==> config.mk <==
export PLATFORM = sky130hd
export DESIGN_NAME = updown_counter_arbiter
export DESIGN_NICKNAME = d
export VERILOG_FILES = /design/src/rtl/updown_arb_pkg.sv /design/src/rtl/updown_counter_arbiter_rr_arbiter.sv /design/src/rtl/updown_counter_arbiter.sv
export SDC_FILE = /design/constraint.sdc
export NUM_CORES = 1
export LEC_CHECK = 0
export CORE_ASPECT_RATIO = 2
export CORE_UTILIZATION = 40
export DETAILED_ROUTE_END_ITERATION = 8
export GPL_ROUTABILITY_DRIVEN = 0
export PLACE_DENSITY = 0.69
export SYNTH_ARGS = -nofsm -noshare
export SYNTH_HDL_FRONTEND = slang
export SYNTH_SLANG_ARGS = --single-unit
export TNS_END_PERCENT = 10
==> constraint.sdc <==
create_clock -name clk -period 4.4 [get_ports clk]
set_clock_uncertainty 0.1 [all_clocks]
set_input_delay 0.44 -clock clk [delete_from_list [all_inputs] [get_ports clk]]
set_output_delay 0.44 -clock clk [all_outputs]
set_load 0.01 [all_outputs]
==> src/rtl/updown_arb_pkg.sv <==
`default_nettype none
// ============================================================================
// Module   : updown_arb_pkg
// Purpose  : Shared types for the arbitrated up/down counter: command opcodes
//            and the lock FSM state encoding.
// Ports    : none (package)
// Revision : 1.0 - initial release
// ============================================================================
package updown_arb_pkg;

  // Command carried on each requester's 2-bit req_op slice.
  typedef enum logic [1:0] {
    OP_INC  = 2'b00,
    OP_DEC  = 2'b01,
    OP_LOAD = 2'b10,
    OP_CLR  = 2'b11
  } op_e;

  // Arbitration mode: free round-robin, or a single owner holds the counter.
  typedef enum logic [0:0] {
    ST_IDLE   = 1'b0,
    ST_LOCKED = 1'b1
  } state_e;

endpackage
`default_nettype wire

==> src/rtl/updown_counter_arbiter_rr_arbiter.sv <==
`default_nettype none
// ============================================================================
// Module   : rr_arbiter
// Purpose  : Combinational round-robin picker. Grants the first asserted
//            request found scanning upward from ptr, wrapping modulo N.
// Ports    : req    [N]  - request vector
//            ptr    [PW] - index with highest priority this cycle
//            enable      - when low no grant is issued
//            gnt    [N]  - one-hot (or zero) grant
// Revision : 1.0 - initial release
// ============================================================================
module rr_arbiter
  import updown_arb_pkg::*;
#(
  parameter int N  = 4,
  parameter int PW = $clog2(N)
) (
  input  logic [N-1:0]  req,
  input  logic [PW-1:0] ptr,
  input  logic          enable,
  output logic [N-1:0]  gnt
);

  always_comb begin
    logic          found;
    int            pos;
    logic [PW-1:0] idx;
    gnt   = '0;
    found = 1'b0;
    pos   = 0;
    idx   = '0;
    for (int k = 0; k < N; k++) begin
      // Position k steps above ptr, folded back into 0..N-1.
      pos = int'(ptr) + k;
      if (pos >= N) pos = pos - N;
      idx = PW'(pos);
      if (enable && !found && req[idx]) begin
        gnt[idx] = 1'b1;
        found    = 1'b1;
      end
    end
  end

endmodule
`default_nettype wire

==> src/rtl/updown_counter_arbiter.sv <==
`default_nettype none
// ============================================================================
// Module   : updown_counter_arbiter
// Purpose  : One shared WIDTH-bit up/down counter driven by NUM_REQ
//            requesters through a valid/ready handshake with round-robin
//            arbitration and an optional exclusive lock with idle timeout.
// Ports    : clk, reset (sync, active-high)
//            req_valid/req_op/req_data/req_lock - per-requester command
//            req_ready    - one-hot grant (handshake = valid & ready)
//            count        - counter value (updates one edge after handshake)
//            grant_id     - index of last accepted requester
//            locked       - high while a requester owns the counter
//            wrap_up/wrap_down/lock_timeout - one-cycle event pulses
// Config   : UPDOWN_ARB_SAT_EN - saturating inc/dec; the wrap pulses then
//            flag overflow/underflow attempts.
// Revision : 1.0 - initial release
// ============================================================================
module updown_counter_arbiter
  import updown_arb_pkg::*;
#(
  parameter int NUM_REQ  = 4,
  parameter int WIDTH    = 4,
  parameter int LOCK_TMO = 8
) (
  input  logic                       clk,
  input  logic                       reset,
  input  logic [NUM_REQ-1:0]         req_valid,
  input  logic [2*NUM_REQ-1:0]       req_op,
  input  logic [WIDTH*NUM_REQ-1:0]   req_data,
  input  logic [NUM_REQ-1:0]         req_lock,
  output logic [NUM_REQ-1:0]         req_ready,
  output logic [WIDTH-1:0]           count,
  output logic [$clog2(NUM_REQ)-1:0] grant_id,
  output logic                       locked,
  output logic                       wrap_up,
  output logic                       wrap_down,
  output logic                       lock_timeout
);

  localparam int PW = $clog2(NUM_REQ);
  localparam int TW = $clog2(LOCK_TMO + 1);
  localparam logic [WIDTH-1:0] CNT_MAX = '1;

  state_e               state, state_nx;
  logic [PW-1:0]        ptr;
  logic [PW-1:0]        owner;
  logic [TW-1:0]        tmo_cnt;
  logic [NUM_REQ-1:0]   owner_mask;
  logic [NUM_REQ-1:0]   arb_req;
  logic [NUM_REQ-1:0]   gnt;
  logic                 fire;
  logic [PW-1:0]        sel;
  op_e                  sel_op;
  logic [WIDTH-1:0]     sel_data;
  logic                 sel_lock;
  logic                 tmo_hit;
  logic [WIDTH-1:0]     cnt_nx;
  logic                 wu_nx;
  logic                 wd_nx;

  function automatic logic [PW-1:0] next_idx(input logic [PW-1:0] i);
    next_idx = (i == PW'(NUM_REQ - 1)) ? '0 : i + PW'(1);
  endfunction

  // While locked only the owner's request reaches the arbiter.
  always_comb begin
    owner_mask        = '0;
    owner_mask[owner] = 1'b1;
    arb_req = (state == ST_LOCKED) ? (req_valid & owner_mask) : req_valid;
  end

  rr_arbiter #(
    .N  (NUM_REQ),
    .PW (PW)
  ) u_rr_arbiter (
    .req    (arb_req),
    .ptr    (ptr),
    .enable (1'b1),
    .gnt    (gnt)
  );

  assign req_ready = gnt;
  assign fire      = |gnt;
  assign locked    = (state == ST_LOCKED);

  // Mux out the granted requester's command fields.
  always_comb begin
    sel      = '0;
    sel_op   = OP_INC;
    sel_data = '0;
    sel_lock = 1'b0;
    for (int i = 0; i < NUM_REQ; i++) begin
      if (gnt[i]) begin
        sel      = PW'(i);
        sel_op   = op_e'(req_op[2*i +: 2]);
        sel_data = req_data[WIDTH*i +: WIDTH];
        sel_lock = req_lock[i];
      end
    end
  end

  // Lock FSM next state.
  always_comb begin
    state_nx = state;
    tmo_hit  = 1'b0;
    case (state)
      ST_IDLE: begin
        if (fire && sel_lock) state_nx = ST_LOCKED;
      end
      ST_LOCKED: begin
        if (fire) begin
          if (!sel_lock) state_nx = ST_IDLE;
        end else if (tmo_cnt == TW'(LOCK_TMO - 1)) begin
          // This idle cycle is the LOCK_TMO-th one: force release.
          state_nx = ST_IDLE;
          tmo_hit  = 1'b1;
        end
      end
      default: state_nx = ST_IDLE;
    endcase
  end

  // Counter datapath.
  always_comb begin
    cnt_nx = count;
    wu_nx  = 1'b0;
    wd_nx  = 1'b0;
    if (fire) begin
      case (sel_op)
        OP_INC: begin
          if (count == CNT_MAX) begin
            wu_nx = 1'b1;
`ifdef UPDOWN_ARB_SAT_EN
            cnt_nx = CNT_MAX;
`else
            cnt_nx = '0;
`endif
          end else begin
            cnt_nx = count + WIDTH'(1);
          end
        end
        OP_DEC: begin
          if (count == '0) begin
            wd_nx = 1'b1;
`ifdef UPDOWN_ARB_SAT_EN
            cnt_nx = '0;
`else
            cnt_nx = CNT_MAX;
`endif
          end else begin
            cnt_nx = count - WIDTH'(1);
          end
        end
        OP_LOAD: cnt_nx = sel_data;
        OP_CLR:  cnt_nx = '0;
        default: cnt_nx = count;
      endcase
    end
  end

  always_ff @(posedge clk) begin
    if (reset) begin
      state        <= ST_IDLE;
      ptr          <= '0;
      owner        <= '0;
      tmo_cnt      <= '0;
      count        <= '0;
      grant_id     <= '0;
      wrap_up      <= 1'b0;
      wrap_down    <= 1'b0;
      lock_timeout <= 1'b0;
    end else begin
      state        <= state_nx;
      count        <= cnt_nx;
      wrap_up      <= wu_nx;
      wrap_down    <= wd_nx;
      lock_timeout <= tmo_hit;
      if (fire) grant_id <= sel;

      if (state == ST_IDLE) begin
        tmo_cnt <= '0;
        if (fire) begin
          ptr <= next_idx(sel);
          if (sel_lock) owner <= sel;
        end
      end else begin
        // ptr stays frozen while locked; release hands priority past owner.
        if (fire || tmo_hit) tmo_cnt <= '0;
        else                 tmo_cnt <= tmo_cnt + TW'(1);
        if ((fire && !sel_lock) || tmo_hit) ptr <= next_idx(owner);
      end
    end
  end

endmodule
`default_nettype wire

==> results of run 1 <==
sequential cells by signal, indices dropped and copies added (netlist names):
register / cells
grant_id: 2
wrap_down: 1
lock_timeout: 1
ptr: 2
tmo_cnt: 4
owner: 2
count: 4
locked: 1
wrap_up: 1
metal layers:
metal	track usage	share of wire
met4	0.0949	0.023
met1	0.230	0.37
met2	0.438	0.58
met5	0	0
met3	0.0174	0.024
cells by family (layout without fill, tap and decap cells):
family / after synthesis / in the layout
mux: 1 / 1
flops: 18 / 18
buf+inv: 22 / 70
simple gates: 73 / 73
xor+xnor: 2 / 2
compound gates: 75 / 75
fa+ha+maj: 14 / 14
worst paths after layout:
path | from | to | slack (ns)
setup reg to reg | ptr[0]$_SDFFE_PP0P_ | count[3]$_SDFFE_PP0P_ | 0.59
setup / recovery | ptr[0]$_SDFFE_PP0P_ | req_ready[1] | 0.55
hold reg to reg | tmo_cnt[0]$_SDFF_PP0_ | tmo_cnt[0]$_SDFF_PP0_ | 0.36
hold / removal | tmo_cnt[0]$_SDFF_PP0_ | tmo_cnt[0]$_SDFF_PP0_ | 0.36
report_power, final:
group	internal [mW]	switching, mW
Sequential	0.210	0.0629
Clock	0.0795	0.0605
Combinational	0.629	0.808
Total	0.919	0.931
final cells by class:
type	count	area share
Clock buffer	4	0.0246
Tap cell	51	0.0286
Multi-Input combinational cell	165	0.537
Sequential cell	18	0.161
Inverter	16	0.0280
Timing Repair Buffer	50	0.221
cell usage in the layout, fill, tap and decap left out, types with 3 or more instances in the layout:
| master | n |
|---|---|
| a211oi_1 | 6 |
| a21oi_1 | 10 |
| a221oi_1 | 4 |
| a22o_1 | 5 |
| a22oi_1 | 3 |
| a31oi_1 | 3 |
| buf_4 | 3 |
| clkbuf_8 | 4 |
| clkdlybuf4s50_1 | 47 |
| dfxtp_1 | 18 |
| ha_1 | 14 |
| inv_1 | 14 |
| nand2_1 | 12 |
| nand2b_1 | 7 |
| nand3_1 | 7 |
| nor2_1 | 18 |
| nor2_2 | 3 |
| nor3_1 | 6 |
| o21ai_0 | 8 |
| o22ai_1 | 4 |
| o31ai_1 | 4 |
| or3_1 | 4 |
metrics by stage:
| step | std cells | worst slack, ns | area (sq um) | utilization | power, mW |
|---|---|---|---|---|---|
| finish | 304 | 0.547 | 2230 | 0.570 | 1.85 |
| global placement | 300 | 0.592 | 2180 | 0.555 | 1.69 |
| global route | 304 | 0.243 | 2230 | 0.570 | 2.02 |
| floorplan | 205 | 1.03 | 1660 | - | 1.33 |
| CTS | 304 | 0.540 | 2230 | 0.570 | 1.85 |
| detailed placement | 300 | 0.566 | 2180 | 0.555 | 1.70 |
==> flow_summary_export.csv, run 1 <==
group,metric,value,unit
cts,clkLatencyLatePin,0.26,ns
synthesis,synth_seq_area_share,0.217,
synthesis,synth_compound_area_frac,0.359,
routing,routed_via_density,5.71,
timing,grt_setup_unrepaired,"no",
timing,maxSlewHeadroom,0.549,
worst_setup_path,worst_path_largest_cell_delay,0.63,ns
synthesis,synth_common_cells,"dfxtp_1, nor2_1, ha_1, inv_1, nand2_1",
finish,nNetsFinal,302,
worst_setup_path,critPathMaxFanout,14,
floorplan,initial_core_util,0.423,
synthesis,synthesis.area,1660,sq um
cts,h-tree-depth,1,
synthesis,yosys_warnings,0,
synthesis,ys_seq_elements,18,
worst_setup_path,path_class,"flop to primary output",
power_and_ir_drop,irDropWorstVdd,0.000510,V
worst_setup_path,crit_chain,"inv_1, ha_1, inv_1, o221a_1, a211oi_1, a22o_1, or3_1, clkdlybuf4s50_1",
grt,antenna_found_initial,0,
finish,drive_above_1_share,0.103,
timing,final-hold-violation-count,0,
cts,cts_hold_buf,0,
synthesis,synth_top_family_by_area,"compound AO/OA/AOI/OAI gates",
floorplan,core-area,3920,sq um
synthesis,synth.net_count,253,
cts,root_buffer,"clkbuf_8",
finish,n_fill_cell,428,
grt,grt_use_total,0.230,
routing,dr.pass1.iters,4,
timing,fin_crit_sh,0.876,
cts,cts.clk_slew.worst_paths,0.07,ns
synthesis,synth-edff-count,0,
power_and_ir_drop,power_density,828,nW/um^2
synthesis,synthCells,205,
worst_setup_path,critPathTopFamily,"compound AO/OA/AOI/OAI gates",
synthesis,synthAdderAreaFrac,0.106,
finish,regArea,360,sq um
floorplan,die_y,93.1,um
grt,first_global_vias,1714,
worst_hold_path,min_path_cells,1,
grt,grt_max_degree,16,
grt,grt_pass1_wl,7510,um
routing,post_drt_wl_per_cell,15.4,um
routing,wirelength,4680,um
routing,drc,0,
run_status,status,"finished, final reports clean",
grt,grt_overflow,0,
worst_setup_path,slowest_stage,"clkdlybuf4s50_1",
worst_setup_path,crit_top_cell,"inv_1",
routing,num_vias,1737,
run,max_cap_violations,0,
routing,drt_iter0_drc,47,
synthesis,synth_flop_cell,"dfxtp_1",
worst_setup_path,critPathLaunchType,"flop",
timing,period_minus_slack,3.85,ns
cts,cts-resized-gates,0,
timing,slew_viol_final,0,
worst_setup_path,rr_worst_depth,13,
floorplan,die_area,4430,sq um
worst_setup_path,crit_buf_inv,3,
cts,numCtsBuffers,3,
synthesis,synthSimpleGateAreaFrac,0.242,
cts,cts_sinks,18,
synthesis,synth.distinct_cells,63,
power_and_ir_drop,power.leakage,0.849,nW
routing,drtAntennaViolNets,0,
timing,hold_slack,0.362,ns
timing,setup_viol,0,
worst_hold_path,hp-class,"flop to flop",
finish,multiInputGateArea,1200,sq um
synthesis,netlist.area_leader.share,0.217,
worst_setup_path,crit_required,3.86,ns
synthesis,synth_top_area_cell,"dfxtp_1",
cts,cts_tree,"yes",
worst_setup_path,cp.arrival,3.31,ns
synthesis,syn_area_per_cell,8.09,sq um
placed_design,dp_hpwl,3880,um
placed_design,io_buffers,47,
synthesis,yosys-top-cells-area,"dfxtp_1, ha_1, nor2_1",
timing,fmax,0.260,GHz
worst_setup_path,cp.depth,8,
finish,n_antenna_cell,0,
synthesis,muxShareOfSynthArea,0.00603,
cts,postCtsSetupBuffers,0,
finish,area_growth,34.7,%
timing,timing.setup.tns,0,ns
synthesis,synth_xor_area_frac,0.0106,
synthesis,async_reset_ff_frac,0,
floorplan,die_x,47.5,um
timing,tightest_slew,0.676,ns
floorplan,rows,32,
cts,cts.path.max_buffers,2,
worst_setup_path,end_kind,"primary output",
floorplan,io_pins,48,
Power figures use the tool's default switching activity.
==> run 2: changes to the inputs <==
--- a/config.mk
+++ b/config.mk
@@ -10,6 +10,8 @@
 export DETAILED_ROUTE_END_ITERATION = 8
 export GPL_ROUTABILITY_DRIVEN = 0
 export PLACE_DENSITY = 0.69
+export SETUP_SLACK_MARGIN = 0.15
+export SKIP_LAST_GASP = 1
 export SYNTH_ARGS = -nofsm -noshare
 export SYNTH_HDL_FRONTEND = slang
 export SYNTH_SLANG_ARGS = --single-unit
==> results of run 2 <==
The final DEF is identical to that of run 1; final timing and power are the same.
==> run 3: changes to the inputs <==
--- a/config.mk
+++ b/config.mk
@@ -9,7 +9,7 @@
 export CORE_UTILIZATION = 40
 export DETAILED_ROUTE_END_ITERATION = 8
 export GPL_ROUTABILITY_DRIVEN = 0
-export PLACE_DENSITY = 0.69
+export PLACE_DENSITY = 0.72
 export SETUP_SLACK_MARGIN = 0.15
 export SKIP_LAST_GASP = 1
 export SYNTH_ARGS = -nofsm -noshare
==> constraint.sdc (replaced) <==
create_clock -name clk -period 3.3 [get_ports clk]
set_clock_uncertainty 0.1 [all_clocks]
set_input_delay 0.33 -clock clk [delete_from_list [all_inputs] [get_ports clk]]
set_output_delay 0.33 -clock clk [all_outputs]
set_load 0.01 [all_outputs]
==> run 3 against run 2 <==
Worst setup slack worse by 0.49 ns. Combinational power is 91% higher. Final cell count is 13% higher. Non-clock buffer count is 38 higher. First-iteration DRC count is 28% higher. Sequential power is 33% higher.
==> flow_summary_export.csv, run 3 (same netlist as run 1, synthesis figures left out) <==
group,metric,value,unit
run_status,status,"finished, final reports clean",
routing,drtAntennaViolNets,0,
timing,setup_viol,0,
floorplan,die_area,4430,sq um
routing,post_drt_wl_per_cell,14.9,um
finish,finish.instance_area,2720,sq um
timing,final-hold-violation-count,0,
finish,top_regs,"count x4, tmo_cnt x4",
power_and_ir_drop,intPower,1.81,mW
timing,tightest_slew,0.556,ns
finish,instances_no_fill,342,
routing,drt_iter0_drc,60,
power_and_ir_drop,pwr-share-comb,0.833,
timing,maxSlewHeadroom,0.628,
placed_design,dpl.cell_count,331,
worst_setup_path,r2r_start,"owner[1]$_SDFFE_PP0P_",
power_and_ir_drop,power_density,1210,nW/um^2
floorplan,die_y,93.1,um
finish,area_growth,63.7,%
worst_setup_path,cp.arrival,2.81,ns
finish,nNetsFinal,340,
placed_design,placed_cell_area,2440,sq um
power_and_ir_drop,irDropWorstVdd,0.000782,V
worst_setup_path,end_kind,"primary output",
worst_setup_path,crit_required,2.87,ns
routing,dr.pass1.iters,4,
cts,cts_hold_buf,0,
timing,timing.setup.tns,0,ns
timing,slew_viol_final,0,
cts,cts_sinks,18,
cts,h-tree-depth,1,
finish,n_antenna_cell,0,
grt,first_global_vias,1896,
cts,cts_tree,"yes",
routing,wirelength,5090,um
grt,antenna_found_initial,0,
worst_hold_path,hp-class,"flop to flop",
floorplan,rows,32,
worst_setup_path,crit_start,"owner[0]$_SDFFE_PP0P_",
cts,clkLatencyLatePin,0.26,ns
routing,num_vias,1880,
power_and_ir_drop,power.leakage,1.06,nW
routing,routed_via_density,5.50,
finish,final_cell_mix,"clkdlybuf4s50_1, buf_4, nor2_1, dfxtp_1, nand2_1",
floorplan,initial_core_util,0.423,
timing,hold_slack,0.359,ns
worst_setup_path,endpoint,"req_ready[2]",
power_and_ir_drop,swShare,0.451,
worst_setup_path,path_class,"flop to primary output",
power_and_ir_drop,clkPwrFrac,0.056,
timing,period_minus_slack,3.24,ns
worst_setup_path,critPathLaunchType,"flop",
finish,final_common_cell,"clkdlybuf4s50_1",
finish,n_fill_cell,339,
timing,fin_crit_sh,0.981,
worst_setup_path,regToRegSetupSlack,0.08,ns
grt,grt_pass1_wl,7970,um
run,max_cap_violations,0,
worst_setup_path,rr_worst_depth,16,
placed_design,place_ws,-0.112,ns
placed_design,dp_hpwl,3950,um
power_and_ir_drop,p_switching,1.49,mW
timing,grt_setup_unrepaired,"yes",
routing,drc,0,
power_and_ir_drop,seq_power_share,0.110,
timing,fmax,0.309,GHz
worst_hold_path,min_path_cells,1,
floorplan,die_x,47.5,um
cts,cts.path.max_buffers,2,
grt,grt_use_total,0.240,
grt,grt_max_degree,16,
cts,root_buffer,"clkbuf_8",
timing,finalWorstSetupSlack,0.0622,ns
cts,numCtsBuffers,3,
finish,drive_above_1_share,0.330,
grt,grt_overflow,0,
placed_design,io_buffers,47,
cts,cts.clk_slew.worst_paths,0.06,ns
floorplan,core-area,3920,sq um
worst_setup_path,critPathMaxFanout,6,
floorplan,io_pins,48,
worst_setup_path,worstReg2RegEnd,"count[3]$_SDFFE_PP0P_",
run 3: how the worst min path moves through the flow:
| stage | start | endpoint | slack [ns] |
|---|---|---|---|
| CTS | tmo_cnt[0]$_SDFF_PP0_ | tmo_cnt[0]$_SDFF_PP0_ | 0.36 |
| global route | tmo_cnt[0]$_SDFF_PP0_ | tmo_cnt[0]$_SDFF_PP0_ | 0.39 |
| global placement | tmo_cnt[0]$_SDFF_PP0_ | tmo_cnt[0]$_SDFF_PP0_ | 0.35 |
| detailed placement | tmo_cnt[0]$_SDFF_PP0_ | tmo_cnt[0]$_SDFF_PP0_ | 0.35 |
| floorplan | tmo_cnt[0]$_SDFF_PP0_ | tmo_cnt[0]$_SDFF_PP0_ | 0.33 |
| finish | tmo_cnt[0]$_SDFF_PP0_ | tmo_cnt[0]$_SDFF_PP0_ | 0.36 |
run 3: power by group through the flow:
stage / registers [mW] / logic (mW) / clock network [mW]
6_report: 0.364 / 2.75 / 0.186
5_1_grt: 0.375 / 2.97 / 0.203
4_1_cts: 0.357 / 2.44 / 0.188
3_5_place_dp: 0.360 / 2.41 / 0
3_3_place_gp: 0.360 / 2.39 / 0
2_1_floorplan: 0.366 / 1.44 / 0
run 3: layout make-up:
| class | count | area (sq um) | area share |
|---|---|---|---|
| repair buffers | 88 | 785 | 0.289 |
| well taps | 51 | 63.8 | 0.0235 |
| clock buffers | 4 | 55.1 | 0.0203 |
| multi-input cells | 165 | 1370 | 0.505 |
| inverters | 16 | 67.6 | 0.0249 |
| flip-flops and latches | 18 | 374 | 0.138 |
run 3: routing by layer:
layer,global-route usage,vias to the layer above,routed length [um]
met1,0.257,879,1960
li1,-,947,-
met5,0,-,0
met2,0.441,46,2930
met3,0.0290,8,119
met4,0.0903,0,87
run 3: timing repair:
action                                  4_1_cts  5_1_grt
setup buffers                                 1        6
endpoints found under the setup margin       19       20
resized for setup                             4       31
pin swaps                                     3       15
run 3: stage by stage:
stage | total power, mW | util
floorplan | 1.81 | -
global placement | 2.75 | 0.623
detailed placement | 2.77 | 0.623
CTS | 2.99 | 0.643
global route | 3.55 | 0.692
finish | 3.30 | 0.692
run 3: worst max-delay path, cell delays in order (launching register included):
cell and delay (ns):
dfxtp_4 0.39, inv_4 0.05, ha_2 0.18, nand2b_4 0.15, a221oi_4 0.31, buf_4 0.19
nand2_1 0.14, a21oi_1 0.29, a211oi_4 0.11, inv_4 0.08, buf_4 0.12, clkdlybuf4s50_1 0.53
